### src/rtl/apb_req_master_pkg.sv
// Shared encodings and constants for the APB request master and its timeout counter.
// The timeout counter is only built with APB_REQ_MASTER_TIMEOUT_EN defined.
package apb_req_master_pkg;

  typedef enum logic [1:0] {
    IDLE   = 2'd0,
    SETUP  = 2'd1,
    ACCESS = 2'd2,
    RESP   = 2'd3
  } state_e;

  localparam int TIMEOUT_CYC_DEF = 255;
  localparam int TMO_W           = 16;

endpackage

### src/rtl/apb_req_master_tmo.sv
// ACCESS-phase wait counter for APB_REQ_MASTER_TIMEOUT_EN builds; hit is combinational, count is registered.
// No backpressure: clr wins over inc, hit fires on the stalled cycle that brings the count to limit.
module apb_req_master_tmo
  import apb_req_master_pkg::*;
(
  input  logic             pclk,
  input  logic             presetn,
  input  logic             clr,
  input  logic             inc,
  input  logic [TMO_W-1:0] limit,
  output logic             hit
);

  logic [TMO_W-1:0] cnt_q, cnt_d;

  always_comb begin
    cnt_d = cnt_q;
    if (clr) begin
      cnt_d = '0;
    end else if (inc) begin
      cnt_d = cnt_q + TMO_W'(1);
    end
  end

  // Only a stalled cycle can time out, so a same-cycle pready lets the transfer complete.
  assign hit = inc && ((cnt_q + TMO_W'(1)) == limit);

  always_ff @(posedge pclk or negedge presetn) begin
    if (!presetn) begin
      cnt_q <= '0;
    end else begin
      cnt_q <= cnt_d;
    end
  end

endmodule

### src/rtl/apb_req_master.sv
// Single-outstanding APB3 initiator: accept to rsp_valid in 3 cycles plus one per pready-low cycle.
// req_ready only in IDLE; response held until rsp_ready. APB_REQ_MASTER_TIMEOUT_EN adds ACCESS abort.
module apb_req_master
  import apb_req_master_pkg::*;
#(
  parameter int ADDR_W      = 32,
  parameter int DATA_W      = 32,
  parameter int TIMEOUT_CYC = TIMEOUT_CYC_DEF
) (
  input  logic              pclk,
  input  logic              presetn,
  input  logic              req_valid,
  output logic              req_ready,
  input  logic              req_write,
  input  logic [ADDR_W-1:0] req_addr,
  input  logic [DATA_W-1:0] req_wdata,
  output logic              rsp_valid,
  input  logic              rsp_ready,
  output logic [DATA_W-1:0] rsp_rdata,
  output logic              rsp_err,
  output logic              rsp_timeout,
  output logic              psel,
  output logic              penable,
  output logic              pwrite,
  output logic [ADDR_W-1:0] paddr,
  output logic [DATA_W-1:0] pwdata,
  input  logic [DATA_W-1:0] prdata,
  input  logic              pready,
  input  logic              pslverr
);

  state_e            state_q, state_d;
  logic              psel_q, psel_d;
  logic              penable_q, penable_d;
  logic              pwrite_q, pwrite_d;
  logic [ADDR_W-1:0] paddr_q, paddr_d;
  logic [DATA_W-1:0] pwdata_q, pwdata_d;
  logic              rsp_valid_q, rsp_valid_d;
  logic              rsp_err_q, rsp_err_d;
  logic [DATA_W-1:0] rsp_rdata_q, rsp_rdata_d;

  a_timeout_range: assert property (@(posedge pclk) (TIMEOUT_CYC >= 1) && (TIMEOUT_CYC <= 65535));

`ifdef APB_REQ_MASTER_TIMEOUT_EN
  logic tmo_hit;
  logic rsp_timeout_q, rsp_timeout_d;

  apb_req_master_tmo u_tmo (
    .pclk    (pclk),
    .presetn (presetn),
    .clr     (state_q == SETUP),
    .inc     ((state_q == ACCESS) && !pready),
    .limit   (TMO_W'(TIMEOUT_CYC)),
    .hit     (tmo_hit)
  );

  assign rsp_timeout = rsp_timeout_q;
`else
  assign rsp_timeout = 1'b0;
`endif

  always_comb begin
    state_d     = state_q;
    psel_d      = psel_q;
    penable_d   = penable_q;
    pwrite_d    = pwrite_q;
    paddr_d     = paddr_q;
    pwdata_d    = pwdata_q;
    rsp_valid_d = rsp_valid_q;
    rsp_err_d   = rsp_err_q;
    rsp_rdata_d = rsp_rdata_q;
`ifdef APB_REQ_MASTER_TIMEOUT_EN
    rsp_timeout_d = rsp_timeout_q;
`endif
    case (state_q)
      IDLE: begin
        if (req_valid) begin
          pwrite_d  = req_write;
          paddr_d   = req_addr;
          pwdata_d  = req_wdata;
          psel_d    = 1'b1;
          penable_d = 1'b0;
          state_d   = SETUP;
        end
      end
      SETUP: begin
        penable_d = 1'b1;
        state_d   = ACCESS;
      end
      ACCESS: begin
        if (pready) begin
          rsp_rdata_d = pwrite_q ? '0 : prdata;
          rsp_err_d   = pslverr;
          psel_d      = 1'b0;
          penable_d   = 1'b0;
          rsp_valid_d = 1'b1;
          state_d     = RESP;
        end
`ifdef APB_REQ_MASTER_TIMEOUT_EN
        else if (tmo_hit) begin
          rsp_rdata_d   = '0;
          rsp_err_d     = 1'b1;
          rsp_timeout_d = 1'b1;
          psel_d        = 1'b0;
          penable_d     = 1'b0;
          rsp_valid_d   = 1'b1;
          state_d       = RESP;
        end
`endif
      end
      RESP: begin
        // rsp_rdata deliberately keeps the last returned word.
        if (rsp_ready) begin
          rsp_valid_d = 1'b0;
          rsp_err_d   = 1'b0;
`ifdef APB_REQ_MASTER_TIMEOUT_EN
          rsp_timeout_d = 1'b0;
`endif
          state_d     = IDLE;
        end
      end
      default: state_d = IDLE;
    endcase
  end

  always_ff @(posedge pclk or negedge presetn) begin
    if (!presetn) begin
      state_q     <= IDLE;
      psel_q      <= 1'b0;
      penable_q   <= 1'b0;
      pwrite_q    <= 1'b0;
      paddr_q     <= '0;
      pwdata_q    <= '0;
      rsp_valid_q <= 1'b0;
      rsp_err_q   <= 1'b0;
      rsp_rdata_q <= '0;
`ifdef APB_REQ_MASTER_TIMEOUT_EN
      rsp_timeout_q <= 1'b0;
`endif
    end else begin
      state_q     <= state_d;
      psel_q      <= psel_d;
      penable_q   <= penable_d;
      pwrite_q    <= pwrite_d;
      paddr_q     <= paddr_d;
      pwdata_q    <= pwdata_d;
      rsp_valid_q <= rsp_valid_d;
      rsp_err_q   <= rsp_err_d;
      rsp_rdata_q <= rsp_rdata_d;
`ifdef APB_REQ_MASTER_TIMEOUT_EN
      rsp_timeout_q <= rsp_timeout_d;
`endif
    end
  end

  assign req_ready = (state_q == IDLE);
  assign psel      = psel_q;
  assign penable   = penable_q;
  assign pwrite    = pwrite_q;
  assign paddr     = paddr_q;
  assign pwdata    = pwdata_q;
  assign rsp_valid = rsp_valid_q;
  assign rsp_err   = rsp_err_q;
  assign rsp_rdata = rsp_rdata_q;

endmodule

### config.mk
export PLATFORM = sky130hd
export DESIGN_NAME = apb_req_master
export DESIGN_NICKNAME = d
export VERILOG_FILES = /design/src/rtl/apb_req_master_pkg.sv /design/src/rtl/apb_req_master_tmo.sv /design/src/rtl/apb_req_master.sv
export SDC_FILE = /design/constraint.sdc
export NUM_CORES = 1
export LEC_CHECK = 0
export BUFFER_PORTS_ARGS = -buffer_cell sky130_fd_sc_hd__buf_2
export CORE_UTILIZATION = 46
export DETAILED_ROUTE_END_ITERATION = 12
export GPL_TIMING_DRIVEN = 1
export PLACE_DENSITY_LB_ADDON = 0.1
export SETUP_SLACK_MARGIN = 0.02
export SLEW_MARGIN = 20
export SYNTH_ARGS = -nofsm -noshare
export SYNTH_HDL_FRONTEND = slang
export SYNTH_SLANG_ARGS = --single-unit
export TNS_END_PERCENT = 20
### constraint.sdc
create_clock -name pclk -period 1.75 [get_ports pclk]
set_input_delay 0.525 -clock pclk [delete_from_list [all_inputs] [get_ports pclk]]
set_output_delay 0.525 -clock pclk [all_outputs]
set_load 0.01 [all_outputs]
=== After elaboration in Yosys (flattened, before gate mapping) ===
Index checks and enable logic that the tools add are counted.

* Register bits after elaboration: 103
* Bits of input ports: 103
* Output and inout port bits: 103

* Eq/ne operators: 6
* Muxes and demuxes: 15
* Reduce and logical (&&, ||, !) cells: 10

{| class="wikitable"
|+ Operators by type and width
! kind !! number
|-
| $mux W32 || 1
|-
| $reduce_and A3 Y1 || 4
|-
| $pmux W2 S4 || 1
|-
| $mux W1 || 6
|-
| $mux W2 || 3
|-
| $ne A2 B2 Y1 const B || 3
|-
| $pmux W1 S2 || 3
|-
| $eq A2 B2 Y1 const B || 2
|-
| $reduce_and A2 Y1 || 2
|-
| $reduce_bool A2 Y1 || 2
|-
| $pmux W1 S3 || 1
|-
| $reduce_bool A3 Y1 || 1
|-
| $eq A2 B1 Y1 const B || 1
|-
| $logic_not A2 Y1 || 1
|}

=== Logic depth before layout (Yosys ltp) ===
* Depth in word-level cells: 3
* Mapped depth: 7
* Depth with buffers taken out: 5

=== Worst setup path before layout ===
No wires, ideal clock.

* Kind: flip-flop to flip-flop
* Start point: register state_q[0]
* End point: register paddr_q[0] (netlist: paddr[0])
* Setup time: 0.125 ns
* Data arrival time: 1.424 ns
* Data required time: 1.625 ns
* Setup slack: 0.201 ns
* Cell stages (with the launch flop): 7
* Cell sequence: dfrtp_1 inv_1 ha_1 nand2_1 buf_6 buf_6 mux2_4

* Word-level cells in the longest chain between the ends: 2

{| class="wikitable"
|+ RTL lines
! what !! RTL line !! RTL
|-
| start: declaration || apb_req_master.sv:32 || <nowiki>state_e state_q, state_d;</nowiki>
|-
| start signal: assignment || apb_req_master.sv:141 || <nowiki>state_q <= state_d;</nowiki>
|-
| $logic_not A2 Y1 || -- ||
|-
| named net req_ready || apb_req_master.sv:13 || <nowiki>output logic req_ready,</nowiki>
|-
| $reduce_and A2 Y1 (no source line) || -- ||
|-
| end signal: assignment || apb_req_master.sv:145 || <nowiki>paddr_q <= paddr_d;</nowiki>
|-
| end: declaration || apb_req_master.sv:36 || <nowiki>logic [ADDR_W-1:0] paddr_q, paddr_d;</nowiki>
|}

The timed path passes the listed nets, and every way through them passes these cells.
A chain may end at the register's enable or synchronous reset.

=== Worst setup path in the final report ===
* Start point: register state_q[0]
* End point: output port req_ready

* Word-level cells in the longest chain between the ends: 1

{| class="wikitable"
|+ RTL lines
! what !! RTL line !! RTL
|-
| $logic_not A2 Y1 || apb_req_master.sv:156 || <nowiki>assign req_ready = (state_q == IDLE);</nowiki>
|-
| end: declaration || apb_req_master.sv:13 ||
|}

No other way between the ends.

==> results.ini <==
[worst_setup_path]
cp-end-kind=output pin
cp.depth=3
critPathKind=reg2out
r2r-start=state_q[1]
slowest_stage=dfrtp_1
path_cells=inv_2, ha_4, buf_6
reg2reg_slack_ps=90
crit_buf_inv=2
startpoint_type=register
crit_family=flip-flops
cp_max_fo=5
cp_slowest_stage_delay_ps=400
worstPathRequired_ps=1220
arrival_ps=1150
r2r_end=state_q[1]
rr_worst_depth=5

[power]
p_sw_w=0.00356
p_total_w=0.0104
switching_share_pct=34.2
irDropWorstVdd_mv=0.935
p_leak_nw=3.10
clock_power_share_pct=14.3
power_density_nw_per_um2=1810
pwr-share-comb_pct=45.9
seq_power_share_pct=39.8
p_int_w=0.00683

[sta]
fmax_mhz=598
rsz0062_at_grt=yes
final-max-slew-violation-count=0
final.setup_skew_ps=11.1
hold_viol=0
finalSetupTns_ps=0
hold_ws_ps=152
fin_crit_sh_pct=95.6
layout_min_cycle_time_ps=1670
setup_viol=0

[routing]
routed_wl_um=9610
drt_first_iter_violations=71
first_pass_iters=4
drtAntennaViolNets=0
vias_per_cell=4.83
num_vias=3046
drcViolationCount=0
wl_per_cell_um=15.2

[final_layout]
most-common-layout-cells=202 x buf_2, 103 x dfrtp_1, 50 x mux2_4, 36 x o21ai_0
syn_to_final_growth_pct=32.7
finalNonFillerCells=631
drive_above_1_share_pct=57.7
final_common_cell=buf_2
finish.net_count=627
nFillCells=735
n_antenna_cell=0

[grt]
grt_antenna_before_repair=2
grt_first_pass_wirelength_um=15400
grt_max_degree=55
first_global_vias=3133
grt-ovfl-total=0
grtUsageTotal_pct=20.3

[synthesis]
ys_warn_count=0
synth-edff-count=0
synth_cells=312
synth_nets=420
synthDistinctLibCells=23
dominantRegCellSynth=dfrtp_1
yosysSeqAreaShare_pct=59.7
postSynthAreaPerCell_sq_um=13.8
synth_area_sq_um=4320
ys_ff_latch=103
synthArstFlopShare_pct=100

[cts]
clockBufferDepth=2
cts_sinks=103
tritoncts.num_buffers=9
cts_tree=done
ctsRootBufferMaster=clkbuf_8
clkLatencyLatePin_ps=360
clk_pin_slew_ps=90
htreeDepth=3

[die]
dieArea_sq_um=9780
die_y_um=98.9
coreArea_sq_um=8890
initial_core_util_pct=48.6
die_w_um=98.9
io_pins=206
num_rows=34

[worst_hold_path]
worstHoldPathType=in2async

[outcome]
status=completed

[placement]
portBuffers=204
dp_hpwl_um=7050
finalWeightedCongestion=0.803
placed_cells=614

[run]
maxCapViolCount=0

[registers in the layout, indices dropped and copies added (netlist names)]
name,cells
paddr,32
pwdata,32
rsp_rdata,32
state_q,2
penable,1
psel,1
pwrite,1
rsp_err,1
rsp_valid,1
[through the flow]
step / area (sq um) / util [%] / setup WS, ps
after global routing: 5730 / 64.5 / 14.0
after floorplan: 4320 / - / 201
after detailed placement: 5500 / 61.8 / 86.8
final: 5730 / 64.5 / 76.5
after CTS: 5720 / 64.4 / 20.1
after global placement: 5500 / 61.8 / 148
[kinds of logic after synthesis]
logic type	count (synthesis)	synth area share, %
AOI/OAI and AO/OA	39	4.64
and+or+nand+nor	73	8.64
muxes	69	22.3
DFF	103	59.7
buffers and inverters	22	3.22
adders and majority gates	5	1.45
other	1	0.0868
[layer usage]
metal	vias to the layer above	part of all wire, %	track usage [%]
met2	129	48	32.9
met4	2	1.4	5.51
met5	-	0.18	0
met1	1452	42	25.7
met3	12	7.9	7.16
li1	1451	-	-
[power by group through the flow]
stage / clock network [W] / logic (W) / registers (W)
6_report: 0.00148 / 0.00476 / 0.00414
5_1_grt: 0.00163 / 0.00520 / 0.00428
4_1_cts: 0.00154 / 0.00480 / 0.00414
3_5_place_dp: 0 / 0.00470 / 0.00419
3_3_place_gp: 0 / 0.00458 / 0.00416
2_1_floorplan: 0 / 0.00234 / 0.00473
[worst max path at each step]
stage / slack, ps / endpoint / from
after global routing: 10 / state_q[1] / state_q[1]
after CTS: 20 / req_ready / state_q[1]
after floorplan: 200 / paddr[0] / state_q[0]
final: 80 / req_ready / state_q[0]
after global placement: 150 / paddr[10] / state_q[0]
after detailed placement: 90 / state_q[1] / state_q[0]
[synth_stat cells (2+ instances only)]
library cell,number,area (sq um)
o21ai_0,36,180
dfrtp_1,103,2580
mux2_4,50,751
mux2i_1,2,20.0
ha_1,5,62.6
buf_6,6,67.6
nor2b_1,3,18.8
clkbuf_1,5,18.8
inv_1,4,15.0
mux2_2,16,180
nand2_1,34,128
nand2b_1,32,200
buf_2,6,30.0
[cell type report]
type / instances / area, sq um / area share [%]
Sequential cell: 103 / 2580 / 45.0
Multi-Input combinational cell: 187 / 1630 / 28.4
Timing Repair Buffer: 214 / 1180 / 20.6
Clock buffer: 10 / 138 / 2.40
Tap cell: 108 / 135 / 2.36
Clock inverter: 5 / 58.8 / 1.03
Inverter: 4 / 15.0 / 0.262
[what timing repair did]
action,4_1_cts,5_1_grt
buffers inserted,2,0
pin swaps,0,1
resized for setup,3,3
endpoints found under the setup margin,1,4
hold buffers,0,0
Note: power is estimated with default switching activity, not from simulation.
